File: src/rtl/cla_pkg.sv
// ---------------------------------------------------------------------------
// cla_pkg
// Shared constants for the pipelined carry-lookahead adder.
//   GROUP_W : bits handled per pipeline stage (one 4-bit lookahead group)
//   OP_ADD  : value of the 'sub' mode bit selecting addition
//   OP_SUB  : value of the 'sub' mode bit selecting subtraction
// ---------------------------------------------------------------------------
package cla_pkg;

  localparam int   GROUP_W = 4;
  localparam logic OP_ADD  = 1'b0;
  localparam logic OP_SUB  = 1'b1;

endpackage : cla_pkg

File: src/rtl/cla_group4.sv
// ---------------------------------------------------------------------------
// cla_group4
// Purely combinational 4-bit carry-lookahead group.
//   a[3:0], b[3:0] : operand slices (b already inverted for subtraction)
//   ci             : carry into bit 0 of the group
//   s[3:0]         : sum slice
//   co             : carry out of bit 3
//   gg, gp         : group generate / group propagate
// ---------------------------------------------------------------------------
module cla_group4
  import cla_pkg::*;
(
  input  logic [GROUP_W-1:0] a,
  input  logic [GROUP_W-1:0] b,
  input  logic               ci,
  output logic [GROUP_W-1:0] s,
  output logic               co,
  output logic               gg,
  output logic               gp
);

  logic [GROUP_W-1:0] g;
  logic [GROUP_W-1:0] p;
  logic [GROUP_W-1:0] c;

  always_comb begin
    g = a & b;
    p = a ^ b;

    // Every internal carry is expanded directly from ci so no ripple path exists.
    c[0] = ci;
    c[1] = g[0] | (p[0] & ci);
    c[2] = g[1] | (p[1] & g[0]) | (p[1] & p[0] & ci);
    c[3] = g[2] | (p[2] & g[1]) | (p[2] & p[1] & g[0]) | (p[2] & p[1] & p[0] & ci);

    gg = g[3] | (p[3] & g[2]) | (p[3] & p[2] & g[1]) | (p[3] & p[2] & p[1] & g[0]);
    gp = &p;
    co = gg | (gp & ci);

    s = p ^ c;
  end

endmodule : cla_group4

File: src/rtl/cla_pipe_adder.sv
// ---------------------------------------------------------------------------
// cla_pipe_adder
// Pipelined add/subtract unit. The operation is split into N = WIDTH/4
// groups; stage k resolves group k with a 4-bit lookahead block, using the
// carry registered by stage k-1. Operands, mode and the growing partial sum
// travel with the beat, so latency is N cycles at one beat per cycle.
// Flow control is a single global stall: every stage shifts only when the
// output register is empty or being taken.
//
// Optional build macro:
//   CLA_PIPE_SAT_EN : when defined, s saturates on two's-complement overflow
//                     (0x7F..F for positive a, 0x80..0 for negative a).
//                     cout and ovf are identical in both builds.
//
// Ports:
//   clk, rst            : clock, synchronous active-high reset
//   in_valid, in_ready  : operand handshake (in_ready is combinational)
//   a, b, cin, sub      : operands, carry-in (add only), mode (1 = subtract)
//   out_valid, out_ready: result handshake
//   s, cout, ovf        : result, MSB carry-out (1 = no borrow on subtract),
//                         signed overflow
// ---------------------------------------------------------------------------
module cla_pipe_adder
  import cla_pkg::*;
#(
  parameter int WIDTH = 16
) (
  input  logic             clk,
  input  logic             rst,
  input  logic             in_valid,
  output logic             in_ready,
  input  logic [WIDTH-1:0] a,
  input  logic [WIDTH-1:0] b,
  input  logic             cin,
  input  logic             sub,
  output logic             out_valid,
  input  logic             out_ready,
  output logic [WIDTH-1:0] s,
  output logic             cout,
  output logic             ovf
);

  localparam int N = WIDTH / GROUP_W;

  // Everything a beat needs to finish its remaining groups.
  // b is carried raw; the inversion for subtraction is reapplied per stage.
  typedef struct packed {
    logic             valid;
    logic             sub;
    logic             carry;
    logic [WIDTH-1:0] a;
    logic [WIDTH-1:0] b;
    logic [WIDTH-1:0] sum;
  } stage_t;

  stage_t stg_q [N];
  logic   advance;

  assign advance  = !stg_q[N-1].valid | out_ready;
  // The pipeline is being emptied while rst is high, so it can always take a beat.
  assign in_ready = advance | rst;

  for (genvar gi = 0; gi < N; gi++) begin : g_stage
    stage_t             stg_in;
    stage_t             stg_d;
    logic [GROUP_W-1:0] b_eff;
    logic [GROUP_W-1:0] grp_s;
    logic               grp_co;
    logic               grp_gg;
    logic               grp_gp;
    logic               unused_grp_sig;

    if (gi == 0) begin : g_head
      // Stage 0 takes its beat straight from the ports. When no beat is
      // offered, valid=0 loads a bubble. Subtraction forces the +1 via ci.
      always_comb begin
        stg_in       = '0;
        stg_in.valid = in_valid;
        stg_in.sub   = sub;
        stg_in.carry = (sub == OP_SUB) ? 1'b1 : cin;
        stg_in.a     = a;
        stg_in.b     = b;
      end
    end else begin : g_body
      assign stg_in = stg_q[gi-1];
    end

    assign b_eff = stg_in.b[gi*GROUP_W +: GROUP_W] ^ {GROUP_W{stg_in.sub}};

    cla_group4 u_group (
      .a  (stg_in.a[gi*GROUP_W +: GROUP_W]),
      .b  (b_eff),
      .ci (stg_in.carry),
      .s  (grp_s),
      .co (grp_co),
      .gg (grp_gg),
      .gp (grp_gp)
    );

    // Group generate/propagate are only needed for a multi-level lookahead;
    // a one-group-per-stage pipeline consumes the carry-out alone.
    assign unused_grp_sig = grp_gg ^ grp_gp;

    // Only this stage's slice is written; earlier groups pass through untouched.
    always_comb begin
      stg_d                              = stg_in;
      stg_d.sum[gi*GROUP_W +: GROUP_W]   = grp_s;
      stg_d.carry                        = grp_co;
    end

    always_ff @(posedge clk) begin
      if (rst) begin
        stg_q[gi] <= '0;
      end else if (advance) begin
        stg_q[gi] <= stg_d;
      end
    end
  end

  // Output side: everything is derived from the last stage register, so the
  // result stays frozen while the consumer stalls.
  logic b_eff_msb;

  assign out_valid = stg_q[N-1].valid;
  assign cout      = stg_q[N-1].carry;
  assign b_eff_msb = stg_q[N-1].b[WIDTH-1] ^ stg_q[N-1].sub;
  assign ovf       = (stg_q[N-1].a[WIDTH-1] == b_eff_msb) &
                     (stg_q[N-1].sum[WIDTH-1] != stg_q[N-1].a[WIDTH-1]);

`ifdef CLA_PIPE_SAT_EN
  always_comb begin
    s = stg_q[N-1].sum;
    if (ovf) begin
      // Overflow can only happen when both effective operands share a's sign.
      s = stg_q[N-1].a[WIDTH-1] ? {1'b1, {(WIDTH-1){1'b0}}}
                                : {1'b0, {(WIDTH-1){1'b1}}};
    end
  end
`else
  assign s = stg_q[N-1].sum;
`endif

endmodule : cla_pipe_adder

File: config.mk
export PLATFORM = sky130hd
export DESIGN_NAME = cla_pipe_adder
export DESIGN_NICKNAME = d
export VERILOG_FILES = /design/src/rtl/cla_pkg.sv /design/src/rtl/cla_group4.sv /design/src/rtl/cla_pipe_adder.sv
export SDC_FILE = /design/constraint.sdc
export NUM_CORES = 1
export LEC_CHECK = 0
export ABC_AREA = 1
export CELL_PAD_IN_SITES_DETAIL_PLACEMENT = 1
export CELL_PAD_IN_SITES_GLOBAL_PLACEMENT = 1
export CORE_MARGIN = 10
export CORE_UTILIZATION = 45
export CTS_BUF_LIST = sky130_fd_sc_hd__clkbuf_2
export CTS_CLUSTER_SIZE = 20
export DETAILED_ROUTE_END_ITERATION = 10
export PLACE_DENSITY_LB_ADDON = 0.05
export SLEW_MARGIN = 10
export SYNTH_ARGS = -nofsm -noshare
export SYNTH_HDL_FRONTEND = slang
export SYNTH_HIERARCHICAL = 1
export SYNTH_SLANG_ARGS = --single-unit
File: constraint.sdc
create_clock -name clk -period 7.4 [get_ports clk]
set_input_delay 1.85 -clock clk [delete_from_list [all_inputs] [get_ports clk]]
set_output_delay 1.85 -clock clk [all_outputs]
set_load 0.005 [all_outputs]
* After elaboration in Yosys (flattened, before gate mapping)
Memories as Yosys holds them, arrays and structs flattened.
Cells that the tools add are included.
W data, S select, Z words.
** Storage, ports and cells
- Register bits after elaboration :: 0
- Bits in writable memories :: 204
- Output and inout bits :: 20
- Logic and storage cells :: 142
- Memories kept :: 1
** Operators by class
- Equal/unequal tests :: 2
- Muxes and demuxes :: 10
- Bitwise gates (word level) :: 124
- Reduce and logical (&&, ||, !) cells :: 5
** Memory list
- stg_q :: words 4, width 51, rd ports 4, clocked after memory_dff 0, wr ports 4, RTL line cla_pipe_adder.sv:56 : stage_t stg_q [N];
** Operators by type and width (count)
- $mux W51 :: 4
- $and A1 B1 Y1 :: 61
- $xor A4 B4 Y4 :: 12
- $or A1 B1 Y1 :: 46
- $and A4 B4 Y4 :: 4
- $reduce_and A4 Y1 :: 4
- $mux W1 :: 6
- $eq A1 B1 Y1 :: 1
- $logic_not A1 Y1 :: 1
- $ne A1 B1 Y1 :: 1
- $xor A1 B1 Y1 :: 1

* Logic depth before layout (Yosys ltp)
An unclocked memory read counts as a cell.
- Depth in word-level cells :: 9
- Gate-level depth with buffers :: 11

* Modules after synthesis
Netlist, hierarchy kept.
** By module, submodules not included
- cla_pipe_adder :: instances 1, cells each 372, area an instance 4260.3 um2
- cla_group4 :: instances 4, cells each 37, area an instance 212.7 um2

* Worst setup path after synthesis
No wires, ideal clock.
- Kind :: input port to output port
- Start point :: input out_ready
- End point :: output in_ready
- Arrival time :: 4.074 ns
- Slack :: 1.476 ns
- Cell stages on the path :: 2
- Path through :: nor2_1 > nand2_1
** On the way
- Word-level cells in the longest chain between the ends :: 2
** Ends and longest elaborated chain
- start: declaration :: RTL line cla_pipe_adder.sv:37 : input logic out_ready,
- $or A1 B1 Y1 :: RTL line cla_pipe_adder.sv:59 : assign advance = !stg_q[N-1].valid | out_ready;
- $or A1 B1 Y1 :: RTL line cla_pipe_adder.sv:61 : assign in_ready = advance | rst;
- end: declaration :: RTL line cla_pipe_adder.sv:31 : output logic in_ready,
No other way between the ends.

* Worst setup path in the final report
Ends and elaborated chain as after synthesis.

==> flow_metrics.env <==
export IMPL_ioPinCount=58
export IMPL_n_antenna_cell=0
export IMPL_crit_path_max_incr_delay_ns=0.64
export IMPL_fin_nets=613
export IMPL_cts_path_max_buffers=2
export IMPL_grt_pass1_vias=3379
export IMPL_die_height_um=126
export IMPL_cts_sinks=102
export IMPL_min_period_ns=5.52
export IMPL_postCtsSetupRepairBufs=0
export IMPL_leakage_nw=2.72
export IMPL_dp_cells=684
export IMPL_dr_first_iter_drc_count=127
export IMPL_reg_top3="stg_q: 102 flops"
export IMPL_layout_commonest_cell="inv_1"
export IMPL_port_buffers=57
export IMPL_rsz0062_at_grt="no"
export IMPL_stdcell_count=700
export IMPL_cts_root_buf="clkbuf_2"
export IMPL_cts_tree="yes"
export IMPL_fill_cells=1268
export IMPL_fp_dieW_um=126
export IMPL_setup_viol=0
export IMPL_status="complete, no violations"
export IMPL_grt_pass1_wl_mm=14.7
export IMPL_crit_required_ns=5.55
export IMPL_cp_common_cell="clkdlybuf4s50_1"
export IMPL_largest_reg_flops=102
export IMPL_grt_antenna_before_repair=0
export IMPL_grtUsageTotal=0.108
export IMPL_hold_viol_final=0
export IMPL_hp_class="reg -> reg"
export IMPL_crit_fanout=55
export IMPL_syn_cell_area_um2=5100
export IMPL_gr_total_overflow=0
export IMPL_yosysWarningCount=6
export IMPL_fin_crit_sh=0.747
export IMPL_top_register="stg_q"
export IMPL_drc=0
export IMPL_initial_core_util=0.464
export IMPL_crit_path_end_kind="output pin"
export IMPL_cts_hold_buf=0
export IMPL_path_clk_slew_ns=0.30
export IMPL_dr_pass1_iters=4
export IMPL_setup_tns_ns=0
export IMPL_vias=3158
export IMPL_num_rows=38
export IMPL_power_density_nw_per_um2=196
export IMPL_slew_violations=0
export IMPL_final_cell_mix="136 x inv_1, 113 x nor2_1, 102 x edfxtp_1"
export IMPL_synthCells=516
export IMPL_worstMarginPinSlew_ns=0.944
export IMPL_fmax_ghz=0.181
export IMPL_fin_skew_ns=0.0456
export IMPL_drive_above_1_share=0.0446
export IMPL_die_area_um2=16000
export IMPL_drtAntennaViolNets=0
export IMPL_grt_max_degree=65
export IMPL_avgRoutedWirePerCell_um=12.0
export IMPL_worst_path_max_delay_cell="clkdlybuf4s50_1"
export IMPL_synth_nets=574
export IMPL_worst_setup_path_start_kind="primary input"
export IMPL_path_cells="clkdlybuf4s50_1, nor2_1, nand2_4, clkdlybuf4s50_1"
export IMPL_cts_buffers=9
export IMPL_ir_drop_v=0.0000762
export IMPL_dp_hpwl_mm=6.12
export IMPL_relSlewSlack=0.368
export IMPL_clock_latency_ns=0.56
export IMPL_gp_congestion=0.762
export IMPL_path_class="in -> out"
export IMPL_htreeDepth=3
export IMPL_cp_arrival_ns=3.67
export IMPL_cap_violations=0
export IMPL_wirelength_mm=8.41
export IMPL_final_core_util=0.525
export IMPL_coreArea_um2=11000
export IMPL_avgViaCountPerCell=4.51
export IMPL_syn_avg_cell_area_um2=9.88
export IMPL_area_growth_pct=13.1
export IMPL_post_cts_resized=0
==> metrics by stage <==
step | hold slack [ns] | worst slack [ns] | instance area, um2 | power, mW
5_1_grt | 0.571 | 1.75 | 5760 | 1.20
2_1_floorplan | 0.519 | 1.48 | 5100 | 0.844
6_report | 0.566 | 1.88 | 5760 | 1.13
3_3_place_gp | 0.521 | 1.90 | 5660 | 0.891
4_1_cts | 0.578 | 1.83 | 5760 | 1.15
3_5_place_dp | 0.536 | 1.84 | 5660 | 0.901
==> area by class of cell <==
class,instances,area (um2),share of cell area
clock buffers,10,50.0,0.00868
clock inverters,6,51.3,0.00890
inverters,136,510,0.0886
multi-input cells,247,1330,0.230
flip-flops and latches,102,3060,0.531
well taps,140,175,0.0304
repair buffers,59,586,0.102
==> metal layers <==
metal / GRT usage / routed length, um / vias up
met4: 0.0409 / 126 / 0
met1: 0.124 / 3740 / 1470
met5: 0 / 0 / -
li1: - / - / 1624
met2: 0.189 / 4190 / 53
met3: 0.0283 / 354 / 11
==> report_power, final <==
part	leakage, nW	switching (mW)	internal, mW
logic	1.44	0.0963	0.0855
clock network	0.0692	0.193	0.0527
registers	1.21	0.0165	0.685
total	2.72	0.305	0.823
==> path summary, 6_finish.rpt <==
check                                endpoint                        start  depth (start not counted)  slack (ns)
setup / recovery                     in_ready                    out_ready                          4        1.88
hold / removal    stg_q[1][101]$_SDFFCE_PN0P_   stg_q[1][50]$_SDFFCE_PN0P_                          2        0.57
hold reg to reg   stg_q[1][101]$_SDFFCE_PN0P_   stg_q[1][50]$_SDFFCE_PN0P_                          2        0.57
setup reg to reg   stg_q[1][28]$_SDFFCE_PN0P_  stg_q[1][101]$_SDFFCE_PN0P_                          4        5.13
==> worst max-delay path: cells and delay by family <==
family	cells	cell delay [ns]
buffers and inverters	2	1.18
and+or+nand+nor	2	0.63
No activity file was read; power rests on OpenSTA's default activity.
